===== config.mk =====
export PLATFORM = sky130hd
export DESIGN_NAME = spi_target_regs
export DESIGN_NICKNAME = d
export VERILOG_FILES = /design/src/rtl/spi_target_regs.sv
export SDC_FILE = /design/constraint.sdc
export NUM_CORES = 1
export LEC_CHECK = 0
export CAP_MARGIN = 20
export CORE_ASPECT_RATIO = 0.8
export CORE_MARGIN = 10
export CORE_UTILIZATION = 45
export CTS_CLUSTER_SIZE = 24
export DETAILED_ROUTE_END_ITERATION = 12
export PLACE_DENSITY = 0.72
export REMOVE_ABC_BUFFERS = 1
export SETUP_SLACK_MARGIN = 0.4
export SLEW_MARGIN = 40
export SYNTH_ARGS = -nofsm -noshare
export SYNTH_HDL_FRONTEND = slang
export SYNTH_SLANG_ARGS = --single-unit
export TNS_END_PERCENT = 20

===== constraint.sdc =====
create_clock -name clk -period 2.43 [get_ports clk]
set_input_delay 0.243 -clock clk [delete_from_list [all_inputs] [get_ports clk]]
set_output_delay 0.243 -clock clk [all_outputs]
set_load 0.05 [all_outputs]

===== src/rtl/spi_target_regs.sv =====
// spi_target_regs: SPI mode-0 target exposing an 8x8-bit register file.
// SCK/MOSI/nSS are oversampled in the clk domain. A frame is one command
// byte followed by auto-incrementing data bytes. Local logic gets a
// combinational read port and a write port, and each SPI-written byte is
// reported with a one-cycle strobe.
module spi_target_regs #(
    parameter int NREGS = 8
) (
    input  logic       clk,
    input  logic       rst,
    input  logic       sck,
    input  logic       mosi,
    input  logic       nss,
    output logic       miso,
    output logic       miso_oe,
    input  logic [2:0] laddr,
    output logic [7:0] lrdata,
    input  logic       lwe,
    input  logic [7:0] lwdata,
    output logic       wstb,
    output logic [2:0] waddr,
    output logic [7:0] wdata,
    output logic       busy
);

    typedef enum logic [1:0] {
        IDLE,
        CMD,
        WR,
        RD
    } state_t;

    logic       sck_s1, sck_s2, sck_s3;
    logic       mosi_s1, mosi_s2;
    logic       nss_s1, nss_s2;
    logic       armed;
    logic       selected;
    logic       sck_rise, sck_fall;

    state_t     state;
    logic [2:0] bit_cnt;
    logic [7:0] rx_sr;
    logic [7:0] rx_next;
    logic [7:0] tx_sr;
    logic [2:0] addr;
    logic [7:0] regs [NREGS];

    // Synchronize the SPI pins. The nss chain resets to "low" and stays
    // ignored until armed, which needs a real high from the pin. A frame
    // that is already running when reset is released is therefore ignored
    // until nSS deasserts and asserts again.
    always_ff @(posedge clk) begin
        if (rst) begin
            sck_s1  <= 1'b0;
            sck_s2  <= 1'b0;
            sck_s3  <= 1'b0;
            mosi_s1 <= 1'b0;
            mosi_s2 <= 1'b0;
            nss_s1  <= 1'b0;
            nss_s2  <= 1'b0;
            armed   <= 1'b0;
        end else begin
            // NOTE: non-blocking assignments let each flop sample the previous stage's old value, forming a real shift chain.
            sck_s1  <= sck;
            sck_s2  <= sck_s1;
            sck_s3  <= sck_s2;
            mosi_s1 <= mosi;
            mosi_s2 <= mosi_s1;
            nss_s1  <= nss;
            nss_s2  <= nss_s1;
            armed   <= armed | nss_s2;
        end
    end

    assign selected = armed & ~nss_s2;
    assign sck_rise = sck_s2 & ~sck_s3;
    assign sck_fall = ~sck_s2 & sck_s3;
    assign rx_next  = {rx_sr[6:0], mosi_s2};

    assign busy    = selected;
    assign miso_oe = selected;
    assign lrdata  = regs[laddr];

    // Frame FSM, TX/RX shifting and the register file share one block, so
    // SPI writes and read snapshots use the same edge as the strobe.
    always_ff @(posedge clk) begin
        if (rst) begin
            state   <= IDLE;
            bit_cnt <= 3'd0;
            rx_sr   <= 8'h00;
            tx_sr   <= 8'h00;
            addr    <= 3'd0;
            miso    <= 1'b0;
            wstb    <= 1'b0;
            waddr   <= 3'd0;
            wdata   <= 8'h00;
            // NOTE: the register file is small and must read as zero after reset, so it is cleared here rather than left as uninitialized RAM.
            for (int i = 0; i < NREGS; i++) begin
                regs[i] <= 8'h00;
            end
        end else begin
            wstb <= 1'b0;
            if (lwe) begin
                regs[laddr] <= lwdata;
            end
            if (!selected) begin
                // Deselection wins over everything, including an eighth SCK rise in the same cycle.
                state   <= IDLE;
                bit_cnt <= 3'd0;
                rx_sr   <= 8'h00;
                miso    <= 1'b0;
            end else begin
                case (state)
                    IDLE: begin
                        state   <= CMD;
                        bit_cnt <= 3'd0;
                        rx_sr   <= 8'h00;
                        miso    <= 1'b0;
                    end
                    CMD: begin
                        if (sck_rise) begin
                            rx_sr   <= rx_next;
                            bit_cnt <= bit_cnt + 3'd1;
                            if (bit_cnt == 3'd7) begin
                                if (rx_next[7]) begin
                                    state <= RD;
                                    tx_sr <= regs[rx_next[2:0]];
                                    miso  <= regs[rx_next[2:0]][7];
                                    addr  <= rx_next[2:0] + 3'd1;
                                end else begin
                                    state <= WR;
                                    addr  <= rx_next[2:0];
                                end
                            end
                        end
                    end
                    WR: begin
                        if (sck_rise) begin
                            rx_sr   <= rx_next;
                            bit_cnt <= bit_cnt + 3'd1;
                            if (bit_cnt == 3'd7) begin
                                // NOTE: this assignment comes after the local write above, so on an address clash the SPI write is the one that lands.
                                regs[addr] <= rx_next;
                                wstb       <= 1'b1;
                                waddr      <= addr;
                                wdata      <= rx_next;
                                addr       <= addr + 3'd1;
                            end
                        end
                    end
                    RD: begin
                        if (sck_rise) begin
                            bit_cnt <= bit_cnt + 3'd1;
                            if (bit_cnt == 3'd7) begin
                                tx_sr <= regs[addr];
                                miso  <= regs[addr][7];
                                addr  <= addr + 3'd1;
                            end
                        end else if (sck_fall && bit_cnt != 3'd0) begin
                            // The fall that follows a byte boundary keeps the freshly loaded bit 7 on MISO.
                            tx_sr <= {tx_sr[6:0], 1'b0};
                            miso  <= tx_sr[6];
                        end
                    end
                    default: state <= IDLE;
                endcase
            end
        end
    end

endmodule


==> out/results.ini, run 1 <==
[run_status]
outcome = complete, no violations

[worst_hold_path]
min-delay-start = sck_s1
hold_path_end = sck_s2
min_path_cells = 1
hold_path.class = reg2reg

[yosys]
synth_cell_types = 61
syn_area_um2 = 6700
async_flop_share_pct = 0
postSynthAreaPerCell_um2 = 11.5
synth-edff-count = 64
synth-seq-cells = 110
netlist_instances = 584
synth_warnings = 0
ys_seq_area_share_pct = 42.5
yosys_most_used_dff = edfxtp_1

[floorplan]
start_util_pct = 46.4
core_um2 = 14400
fp.dieH_um = 129
die_w_um = 156
num_rows = 39
dieArea_um2 = 20200
ioPinCount = 40

[routing]
viasPerCell = 6.38
drtIter0Drc = 632
routedWlPerCell_um = 24.1
dr_total_vias = 5415
drc = 0
drtPass1Iterations = 5
routed_wl_um = 20500
final_antenna_net_count = 0

[grt]
overflow = 0
grt_use_total_pct = 20.0
antenna_found_initial = 1
grt_pass1_vias = 5141
grt_pass1_wl_um = 30900
grt_max_degree = 23

[placement]
place_ws_ns = 0.0846
dp_hpwl_um = 15200
place.gp.congestion = 0.950
port_buffers = 39
placed_cell_area_um2 = 7460

[cells_and_area]
utilization_pct = 55.7
design_area_um2 = 8050
nets = 686
drive_gt1_share_pct = 25.3
synthToLayoutAreaGrowth_pct = 20.2

[setup_path]
cp_slowest_cell = or3_1
end_kind = flip-flop
cp_cell_sequence = ha_2 -> ha_4 -> and3b_2 -> nand3_4 -> or3_1 -> buf_4 -> mux2i_1
cpPeakStageDelay_ns = 0.44
cp-start-kind = flip-flop
required_ns = 2.51
r2r_cells = 7
path_class = reg2reg
r2r-start = bit_cnt[0]
cp.arrival_ns = 2.22
reg2reg_slack_ns = 0.29
r2r-end = regs[0][4]
cp_max_fo = 5

[run]
maxCapViolCount = 0

[timing]
slew_headroom_pct = 59.0
fin_skew_ns = 0.0110
finalSetupTns_ns = 0
finalMaxSlewViolations = 0
period_share_pct = 88.1
hold_viol = 0
rsz0062_at_grt = true
tightestPinTransition_ns = 0.607
max_freq_mhz = 467
setup_viol = 0
finalCriticalPeriod_ns = 2.14
timing.final.ws_setup_ns = 0.289

[power_and_ir_drop]
vdd_ir_drop_max_v = 0.000335
pwr_density_cell_nw_per_um2 = 523
p_leak_nw = 2.94
finalPower_mw = 4.21

[clock_tree]
clkSlewWorstSetupHoldPaths_ns = 0.07
cts_root_buffer = clkbuf_16
cts.htree.levels = 3
cts_tree = built
clockBufferDepth = 2
numCtsBuffers = 9
clk_latency_ns = 0.35
cts.sink_count = 110

-- sequential cells by signal (all words and copies together), names as in the netlist, named ones only --
| signal | cells |
|---|---|
| waddr | 3 |
| mosi_s2 | 1 |
| rx_sr | 7 |
| sck_s3 | 1 |
| mosi_s1 | 1 |
| wstb | 1 |
| bit_cnt | 3 |
| armed | 1 |
| nss_s1 | 1 |
| wdata | 8 |
| sck_s1 | 1 |
| regs | 64 |
| nss_s2 | 1 |
| miso | 1 |
| sck_s2 | 1 |
| state | 2 |
| tx_sr | 7 |
| addr | 3 |
-- layout by cell type, fill, tap and decap left out, types with 3 or more instances in the layout --
master,Yosys,routed
a211oi_1,3,3
a21oi_1,6,5
a22oi_1,19,18
a31oi_1,6,6
and2b_1,3,3
buf_4,6,68
buf_6,5,7
clkbuf_16,0,9
clkdlybuf4s50_1,0,27
dfxtp_1,46,45
edfxtp_1,64,64
ha_1,9,6
inv_1,15,15
mux2_2,10,10
mux2i_1,108,108
mux4_1,3,3
mux4_2,32,32
nand2_1,76,75
nand2b_1,4,4
nand3_1,5,5
nand3b_1,3,3
nor2_1,35,35
nor2_2,3,3
nor2_4,4,4
nor2b_1,17,17
nor3_1,9,7
nor3_2,1,3
o21ai_0,4,4
o221ai_1,6,6
o311ai_0,6,3
o311ai_1,0,3
or3_1,9,4
or3_4,0,5
-- logic make-up (layout without fill, tap and decap cells) --
logic type               count (synthesis)  after routing  synth area share, %
adder cells (fa/ha/maj)                  9              9                 1.68
AO/OA/AOI/OAI                           62             62                 7.03
XOR/XNOR                                 2              2                0.262
flip-flops                             110            110                 42.5
other                                    0              1                    0
buffers and inverters                   62            142                 4.60
multiplexers                           153            153                 29.8
AND/OR/NAND/NOR                        186            186                 14.2
-- metrics by stage --
| step | instances | hold slack [ns] |
|---|---|---|
| final | 849 | 0.440 |
| after CTS | 833 | 0.435 |
| after global placement | 814 | 0.422 |
| after detailed placement | 814 | 0.427 |
| after floorplan | 540 | 0.312 |
| after global routing | 848 | 0.451 |
-- worst max-delay path, delay by kind of cell (launching register included) --
kind	cells	cell delay [ns]
and+or+nand+nor	3	0.84
muxes	1	0.15
DFF	1	0.36
adders and majority gates	2	0.33
buffers and inverters	1	0.20
-- how the worst max path moves through the flow --
stage | start | end | slack [ns]
floorplan | nss_s2 | regs[6][0] | -0.41
finish | bit_cnt[0] | regs[0][4] | 0.29
global placement | laddr[1] | regs[5][4] | 0.07
CTS | nss_s2 | busy | 0.27
global route | bit_cnt[0] | regs[0][4] | 0.26
detailed placement | laddr[1] | regs[5][5] | 0.08
-- synthesized netlist by cell type, drive strengths merged (4+ instances only) --
master  count  share of area (%)
inv        15               0.84
nand2      76                4.3
o311ai      6               0.78
o21ai       4               0.30
nor3       11                1.1
nor2b      17                1.6
a21oi       6               0.45
mux2       10                1.7
nand2b      4               0.37
nor2       42                2.9
edfxtp     64                 29
dfxtp      46                 14
nand3       6               0.64
a22oi      19                2.1
mux2i     108                 16
mux4       35                 12
or3         9               0.84
o221ai      6               0.78
a31oi       6               0.56
clkbuf     21                1.2
buf        23                2.4
ha          9                1.7
-- per-layer routing --
| metal | up-vias | GRT usage (%) | share of wire [%] |
|---|---|---|---|
| met3 | 25 | 5.49 | 12 |
| met4 | 0 | 4.88 | 1.4 |
| li1 | 2341 | - | - |
| met5 | - | 0 | 0 |
| met2 | 370 | 30.4 | 45 |
| met1 | 2679 | 27.6 | 41 |
-- power breakdown --
group | internal, mW | switching, mW | leakage, nW | total (mW)
logic | 0.226 | 0.282 | 1.79 | 0.508
clock network | 0.904 | 0.695 | 0.147 | 1.60
registers | 2.04 | 0.0649 | 1.00 | 2.10
total | 3.17 | 1.04 | 2.94 | 4.21
-- area by class of cell --
class                           instances  area (um2)
Antenna cell                            1        2.50
Clock buffer                           10         229
Clock inverter                          5        83.8
Fill cell                            1165        6400
Inverter                               18        68.8
Multi-Input combinational cell        412        3620
Sequential cell                       110        2840
Tap cell                              184         230
Timing Repair Buffer                  109         967
-- what timing repair did --
item	in CTS	in global routing
cloned	1	0
setup endpoints to repair	141	119
resized for setup	17	16
pin swaps	2	0
buffers inserted	3	15
hold buffers	0	0
Note: power is estimated with default switching activity, not from simulation.
==> run 2: changes to the inputs <==
HOLD_SLACK_MARGIN = 0.08   (was not set)
clock period = 2.45 ns   (was 2.43 ns; I/O delays follow)
==> run 2 against run 1 <==
Net effect: power shrank 0.15%; count of clock-buffer cells in the layout grew 1; first-iteration DRC count shrank 2.7%; utilization decreased by 0.46 points; via count fell by 2.5%; largest cell class unchanged; highest routed layer unchanged.
==> out/results.ini, run 2 (same netlist as run 1, synthesis figures left out) <==
[power_and_ir_drop]
seqPwrFrac_pct = 49.8  ; was 49.9%
combPwrFrac_pct = 11.4  ; was 12.1%
pwr_density_cell_nw_per_um2 = 527  ; was 523 nW/um2
finalPower_mw = 4.20  ; was 4.21 mW
p_sw_share_pct = 24.6  ; was 24.7%
p_int_mw = 3.17  ; about the same
p_leak_nw = 2.87  ; was 2.94 nW
power.share.clock_pct = 38.8  ; was 38.0%
p_sw_mw = 1.03  ; was 1.04 mW
vdd_ir_drop_max_v = 0.000375  ; was 0.000335 V

[cells_and_area]
n_fill_cell = 1188  ; was 1,165
top_register = regs  ; unchanged
layout_common_cells = 108 x mux2i_1, 73 x nand2_1, 64 x edfxtp_1  ; was 108 x mux2i_1, 75 x nand2_1, 68 x buf_4
utilization_pct = 55.3  ; was 55.7%
stdcell_count = 830  ; was 849
largest_register_ffs = 64  ; unchanged
nets = 667  ; was 686
multiInputGateArea_um2 = 3640  ; was 3620 um2
synthToLayoutAreaGrowth_pct = 19.2  ; was 20.2%
reg.largest.list = regs: 64 flops, wdata: 8 flops  ; unchanged
drive_gt1_share_pct = 23.5  ; was 25.3%
diodes = 0  ; was 1
final_common_cell = mux2i_1  ; unchanged
area.sequential_um2 = 2850  ; was 2840 um2

[grt]
grt_pass1_vias = 5141  ; unchanged
grt_use_total_pct = 19.6  ; was 20.0%
grt_pass1_wl_um = 30400  ; was 30,900 um
antenna_found_initial = 0  ; was 1
grt_max_degree = 24  ; was 23
overflow = 0  ; unchanged

[clock_tree]
clockBufferDepth = 2  ; unchanged
clkSlewWorstSetupHoldPaths_ns = 0.08  ; was 0.07 ns
clk_latency_ns = 0.36  ; was 0.35 ns
hold_buffers = 0  ; unchanged
numCtsBuffers = 9  ; unchanged
cts_tree = built  ; unchanged
cts_root_buffer = clkbuf_16  ; unchanged
cts.htree.levels = 3  ; unchanged
cts.sink_count = 110  ; unchanged

[routing]
dr_total_vias = 5279  ; was 5,415
routedWlPerCell_um = 24.5  ; was 24.1 um
final_antenna_net_count = 0  ; unchanged
drtIter0Drc = 615  ; was 632
drc = 0  ; unchanged
routed_wl_um = 20300  ; was 20,500 um
viasPerCell = 6.36  ; was 6.38
drtPass1Iterations = 8  ; was 5

[timing]
rsz0062_at_grt = true  ; unchanged
finalCriticalPeriod_ns = 2.19
finalMaxSlewViolations = 0  ; unchanged
tightestPinTransition_ns = 0.544  ; was 0.607 ns
period_share_pct = 89.2
hold_viol = 0  ; unchanged
max_freq_mhz = 458
setup_viol = 0  ; unchanged
fin_skew_ns = 0.0119  ; was 0.0110 ns
slew_headroom_pct = 63.7  ; was 59.0%
finalSetupTns_ns = 0  ; unchanged

[setup_path]
end_kind = output pin  ; was flip-flop
cp.arrival_ns = 1.94  ; was 2.22 ns
cpPeakStageDelay_ns = 0.81  ; was 0.44 ns
path_class = reg2out  ; was reg2reg
cp-start-kind = flip-flop  ; unchanged
cp_max_fo = 7  ; was 5
cp_slowest_cell = clkdlybuf4s50_1  ; was or3_1
cp_cell_sequence = nand2b_1 -> clkinv_2 -> buf_4 -> clkdlybuf4s50_1  ; was ha_2 -> ha_4 -> and3b_2 -> nand3_4 -> or3_1 -> buf_4 -> mux2i_1
required_ns = 2.20  ; was 2.51 ns

[run_status]
outcome = complete, no violations  ; unchanged

[floorplan]
start_util_pct = 46.4  ; unchanged
dieArea_um2 = 20200  ; unchanged
num_rows = 39  ; unchanged
ioPinCount = 40  ; unchanged
die_w_um = 156  ; unchanged
core_um2 = 14400  ; unchanged
fp.dieH_um = 129  ; unchanged

[run]
maxCapViolCount = 0  ; unchanged

[worst_hold_path]
hold_path.class = in2reg  ; was reg2reg

[placement]
port_buffers = 39  ; unchanged
dp_hpwl_um = 14600  ; was 15,200 um
placedCellCount = 809  ; was 814
place.gp.congestion = 0.958  ; was 0.950

==> run 2: changes by cell type in the layout (fill, tap and decap cells not counted), sizes merged <==
cell,delta
buf,-19
clkdlybuf4s50,+2
clkinvlp,-2
clkdlybuf4s15,+1
clkinv,+1
diode,-1
dlygate4sd2,-1
dlymetal6s2s,-1
inv,+1
==> run 2: power groups by stage <==
stage,sequential [mW],clock [mW],combinational (mW)
after floorplan,2.09,0,0.252
after detailed placement,2.13,0,0.452
after global routing,2.10,1.71,0.499
after global placement,2.12,0,0.445
after CTS,2.09,1.63,0.468
final,2.09,1.63,0.477
==> run 2: per-stage QoR <==
| step | hold WS, ns | setup slack, ns | cell area [um2] |
|---|---|---|---|
| 2_1_floorplan | 0.314 | -0.390 | 6460 |
| 3_3_place_gp | 0.425 | 0.168 | 7480 |
| 3_5_place_dp | 0.423 | 0.113 | 7480 |
| 4_1_cts | 0.434 | 0.283 | 7890 |
| 5_1_grt | 0.445 | 0.240 | 7980 |
| 6_report | 0.434 | 0.265 | 7980 |
==> run 2: layout make-up <==
class                      instances  area share [%]
sequential                       110            35.6
clock inverter                     5            1.11
tap                              184            2.88
inverter                          18           0.862
clock buffer                      11            3.04
timing repair buffer              90            10.9
multi-input combinational        412            45.6
==> run 2: routing by layer <==
layer | wire length, um | vias to the layer above | track usage (%)
li1 | - | 2308 | -
met1 | 8430 | 2608 | 26.8
met2 | 9220 | 328 | 29.6
met3 | 2250 | 35 | 5.49
met4 | 411 | 0 | 6.15
met5 | 0 | - | 0
==> run 2: repair_timing <==
item | 4_1_cts | 5_1_grt
buffers inserted | 2 | 2
cloned | 1 | 0
setup endpoints to repair | 134 | 149
pin swaps | 0 | 1
gates resized for setup | 10 | 20
==> run 2: path summary, 6_finish.rpt <==
| path | start | end | slack [ns] | cells past startpoint |
|---|---|---|---|---|
| max | nss_s2 | busy | 0.26 | 4 |
| min | nss | nss_s1 | 0.43 | 2 |
| max reg2reg | bit_cnt[0] | regs[7][6] | 0.37 | 7 |
| min reg2reg | mosi_s1 | mosi_s2 | 0.44 | 1 |
==> run 2: worst max-delay path, delay by kind of cell (launching register included) <==
family                 cells  cell delay, ns
and+or+nand+nor            1            0.18
DFF                        1            0.32
buffers and inverters      3            1.07
==> run 3: changes to the inputs <==
ABC_AREA = 1   (was not set)
==> run 3 against run 2 <==
Net effect: power shrank 0.97%; cell count rose by 29%; global-route usage grew 1.1 points.
==> out/results.ini, run 3 <==
[yosys]
synth-edff-count = 64  ; unchanged
synth_warnings = 0  ; unchanged
synth_cell_types = 37  ; was 61
ys_seq_area_share_pct = 43.4  ; was 42.5%
synth_common_cells = 118 x o21ai_0, 114 x nand3_1, 104 x nand2_1, 95 x inv_1, 64 x edfxtp_1  ; was 108 x mux2i_1, 76 x nand2_1, 64 x edfxtp_1, 46 x dfxtp_1, 35 x nor2_1
syn_area_um2 = 6550  ; was 6700 um2
postSynthAreaPerCell_um2 = 7.69  ; was 11.5 um2
yosys_most_used_dff = edfxtp_1  ; unchanged
synth_area_leader_cell = edfxtp_1  ; unchanged
synth.most_common_cell = o21ai_0  ; was mux2i_1
netlist_instances = 851  ; was 584
async_flop_share_pct = 0  ; unchanged
synth.top_cells.by_area = edfxtp_1 29%, dfxtp_1 14%, o21ai_0 9.0%, nand3_1 8.7%, nand2_1 6.0%  ; was edfxtp_1 29%, mux2i_1 16%, dfxtp_1 14%, mux4_2 11%, nand2_1 4.3%
synth_top_cell_area_share_pct = 29.4  ; was 28.7%
synth-seq-cells = 110  ; unchanged

[setup_path]
cp_cell_sequence = clkdlybuf4s50_1 -> nor2_2 -> o21ai_0 -> o2111ai_1 -> buf_12  ; was nand2b_1 -> clkinv_2 -> buf_4 -> clkdlybuf4s50_1
r2r-end = regs[3][5]  ; was regs[7][6]
r2r_cells = 11  ; was 7
cp.arrival_ns = 1.91  ; was 1.94 ns
cpPeakStageDelay_ns = 0.49  ; was 0.81 ns
cp_max_fo = 8  ; was 7
reg2reg_slack_ns = 0.33  ; was 0.37 ns
cpLargestDelayFamily = buffers and inverters  ; unchanged
required_ns = 2.20  ; about the same
path_class = in2out  ; was reg2out
cp-start-kind = input pin  ; was flip-flop
crit_buf_inv = 2  ; was 3
cp_slowest_cell = clkdlybuf4s50_1  ; unchanged
end_kind = output pin  ; unchanged
r2r-start = bit_cnt[0]  ; unchanged

[placement]
placedCellCount = 1039  ; was 809
port_buffers = 39  ; unchanged
dp_hpwl_um = 14500  ; was 14,600 um
place.gp.congestion = 0.972  ; was 0.958

[grt]
antenna_found_initial = 0  ; unchanged
overflow = 0  ; unchanged
grt_pass1_vias = 5904  ; was 5,141
grt_pass1_wl_um = 32700  ; was 30,400 um
grt_use_total_pct = 20.7  ; was 19.6%
grt_max_degree = 45  ; was 24

[worst_hold_path]
min-delay-start = mosi_s1  ; was nss
hold_path.class = reg2reg  ; was in2reg
hold_path_end = mosi_s2  ; was nss_s1
min_path_cells = 2  ; unchanged

[timing]
finalSetupTns_ns = 0  ; unchanged
setup_viol = 0  ; unchanged
finalCriticalPeriod_ns = 2.16  ; was 2.19 ns
rsz0062_at_grt = true  ; unchanged
finalMaxSlewViolations = 0  ; unchanged
period_share_pct = 88.2  ; was 89.2%
tightestPinTransition_ns = 0.815  ; was 0.544 ns
hold_viol = 0  ; unchanged
max_freq_mhz = 463  ; was 458 MHz
slew_headroom_pct = 45.6  ; was 63.7%
fin_skew_ns = 0.00680  ; was 0.0119 ns

[floorplan]
die_w_um = 155  ; was 156 um
fp.dieH_um = 128  ; was 129 um
dieArea_um2 = 19800  ; was 20,200 um2
core_um2 = 14200  ; was 14,400 um2
start_util_pct = 45.9  ; was 46.4%
num_rows = 39  ; unchanged
ioPinCount = 40  ; unchanged

[routing]
final_antenna_net_count = 0  ; unchanged
drc = 0  ; unchanged
drtIter0Drc = 849  ; was 615
viasPerCell = 6.07  ; was 6.36
routed_wl_um = 21500  ; was 20,300 um
drtPass1Iterations = 5  ; was 8
routedWlPerCell_um = 20.1  ; was 24.5 um
dr_total_vias = 6488  ; was 5,279

[clock_tree]
cts.sink_count = 110  ; unchanged
numCtsBuffers = 9  ; unchanged
cts_root_buffer = clkbuf_16  ; unchanged
cts_tree = built  ; unchanged
clk_latency_ns = 0.35  ; was 0.36 ns
clockBufferDepth = 2  ; unchanged
clkSlewWorstSetupHoldPaths_ns = 0.07  ; was 0.08 ns
cts.htree.levels = 3  ; unchanged

[run_status]
outcome = complete, no violations  ; unchanged

[power_and_ir_drop]
p_int_mw = 3.08  ; was 3.17 mW
vdd_ir_drop_max_v = 0.000428  ; was 0.000375 V
combPwrFrac_pct = 11.7  ; was 11.4%
pwr_density_cell_nw_per_um2 = 536  ; was 527 nW/um2
p_leak_nw = 2.84  ; was 2.87 nW
power.share.clock_pct = 38.2  ; was 38.8%
seqPwrFrac_pct = 50.1  ; was 49.8%
p_sw_share_pct = 25.9  ; was 24.6%
p_sw_mw = 1.08  ; was 1.03 mW

[cells_and_area]
nets = 906  ; was 667
n_fill_cell = 1348  ; was 1,188
stdcell_count = 1069  ; was 830
synthToLayoutAreaGrowth_pct = 18.7  ; was 19.2%
largest_register_ffs = 64  ; unchanged
final_common_cell = o21ai_0  ; was mux2i_1
layout_common_cells = 116 x o21ai_0, 110 x nand3_1, 98 x nand2_1  ; was 108 x mux2i_1, 73 x nand2_1, 64 x edfxtp_1
top_register = regs  ; unchanged
reg.largest.list = regs: 64 flops, wdata: 8 flops  ; unchanged
diodes = 0  ; unchanged
drive_gt1_share_pct = 12.0  ; was 23.5%
utilization_pct = 54.5  ; was 55.3%

[run]
maxCapViolCount = 0  ; unchanged

## run 3: cell types whose count changed in the layout (fill, tap and decap cells not counted), sizes merged, moves of 35 or more
cell	change
a21oi	+53
inv	+82
mux2i	-108
mux4	-35
nand3	+112
o211ai	+48
o21ai	+115
## run 3: cells by family after synthesis
family	count (synthesis)	synth area share (%)
simple gates	316	22.7
flops	110	43.4
buf+inv	165	10.1
fa+ha+maj	9	1.72
xor+xnor	1	0.134
compound gates	250	21.8
## run 3: worst max-delay path by stage
stage,depth (start not counted),to,startpoint
CTS,10,regs[7][6],bit_cnt[0]
detailed placement,7,regs[6][4],rst
floorplan,9,tx_sr[2],mosi_s2
global route,11,regs[1][2],bit_cnt[1]
finish,5,lrdata[2],laddr[1]
global placement,7,regs[6][5],rst
## run 3: timing repair
item / in CTS / in global routing
resized for setup: 10 / 25
gates cloned: 1 / 3
pin swaps: 2 / 4
hold buffers: 0 / 0
hold endpoints to repair: 0 / 0
setup buffers: 4 / 6
setup endpoints to repair: 92 / 131
## run 3: power groups by stage
stage | Clock, mW | Sequential [mW] | Combinational (mW)
floorplan | 0 | 2.11 | 0.253
global placement | 0 | 2.12 | 0.457
detailed placement | 0 | 2.12 | 0.461
CTS | 1.60 | 2.08 | 0.475
global route | 1.68 | 2.09 | 0.523
finish | 1.59 | 2.09 | 0.488
## run 3: worst reg2reg max path: cells and delay by family (launching register included)
kind / cells / cell delay [ns]
and+or+nand+nor: 5 / 0.67
buffers and inverters: 3 / 0.44
DFF: 1 / 0.36
adders and majority gates: 2 / 0.28
AOI/OAI and AO/OA: 1 / 0.10
## run 3: metrics by stage
stage | hold slack [ns] | power (mW) | setup WS (ns) | cell area, um2
after floorplan | 0.314 | 2.36 | 0.158 | 6250
after global placement | 0.388 | 2.58 | 0.206 | 7140
after detailed placement | 0.392 | 2.58 | 0.161 | 7140
after CTS | 0.402 | 4.16 | 0.325 | 7540
after global routing | 0.415 | 4.29 | 0.247 | 7770
final | 0.397 | 4.16 | 0.290 | 7770
## run 3: area by class of cell
type                            count  area, um2  share of cell area [%]
Timing Repair Buffer               84        865                    11.1
Clock buffer                        9        225                    2.90
Multi-Input combinational cell    576       3130                    40.3
Clock inverter                      7       96.3                    1.24
Sequential cell                   110       2850                    36.7
Tap cell                          184        230                    2.96
Inverter                           99        375                    4.83
## run 3: routing by layer
layer / global-route usage, % / up-vias / part of all wire [%]
li1: - / 3034 / -
met1: 28.7 / 2961 / 42
met2: 30.0 / 433 / 42
met3: 4.76 / 60 / 12
met4: 9.37 / 0 / 3.4
met5: 0 / - / 0
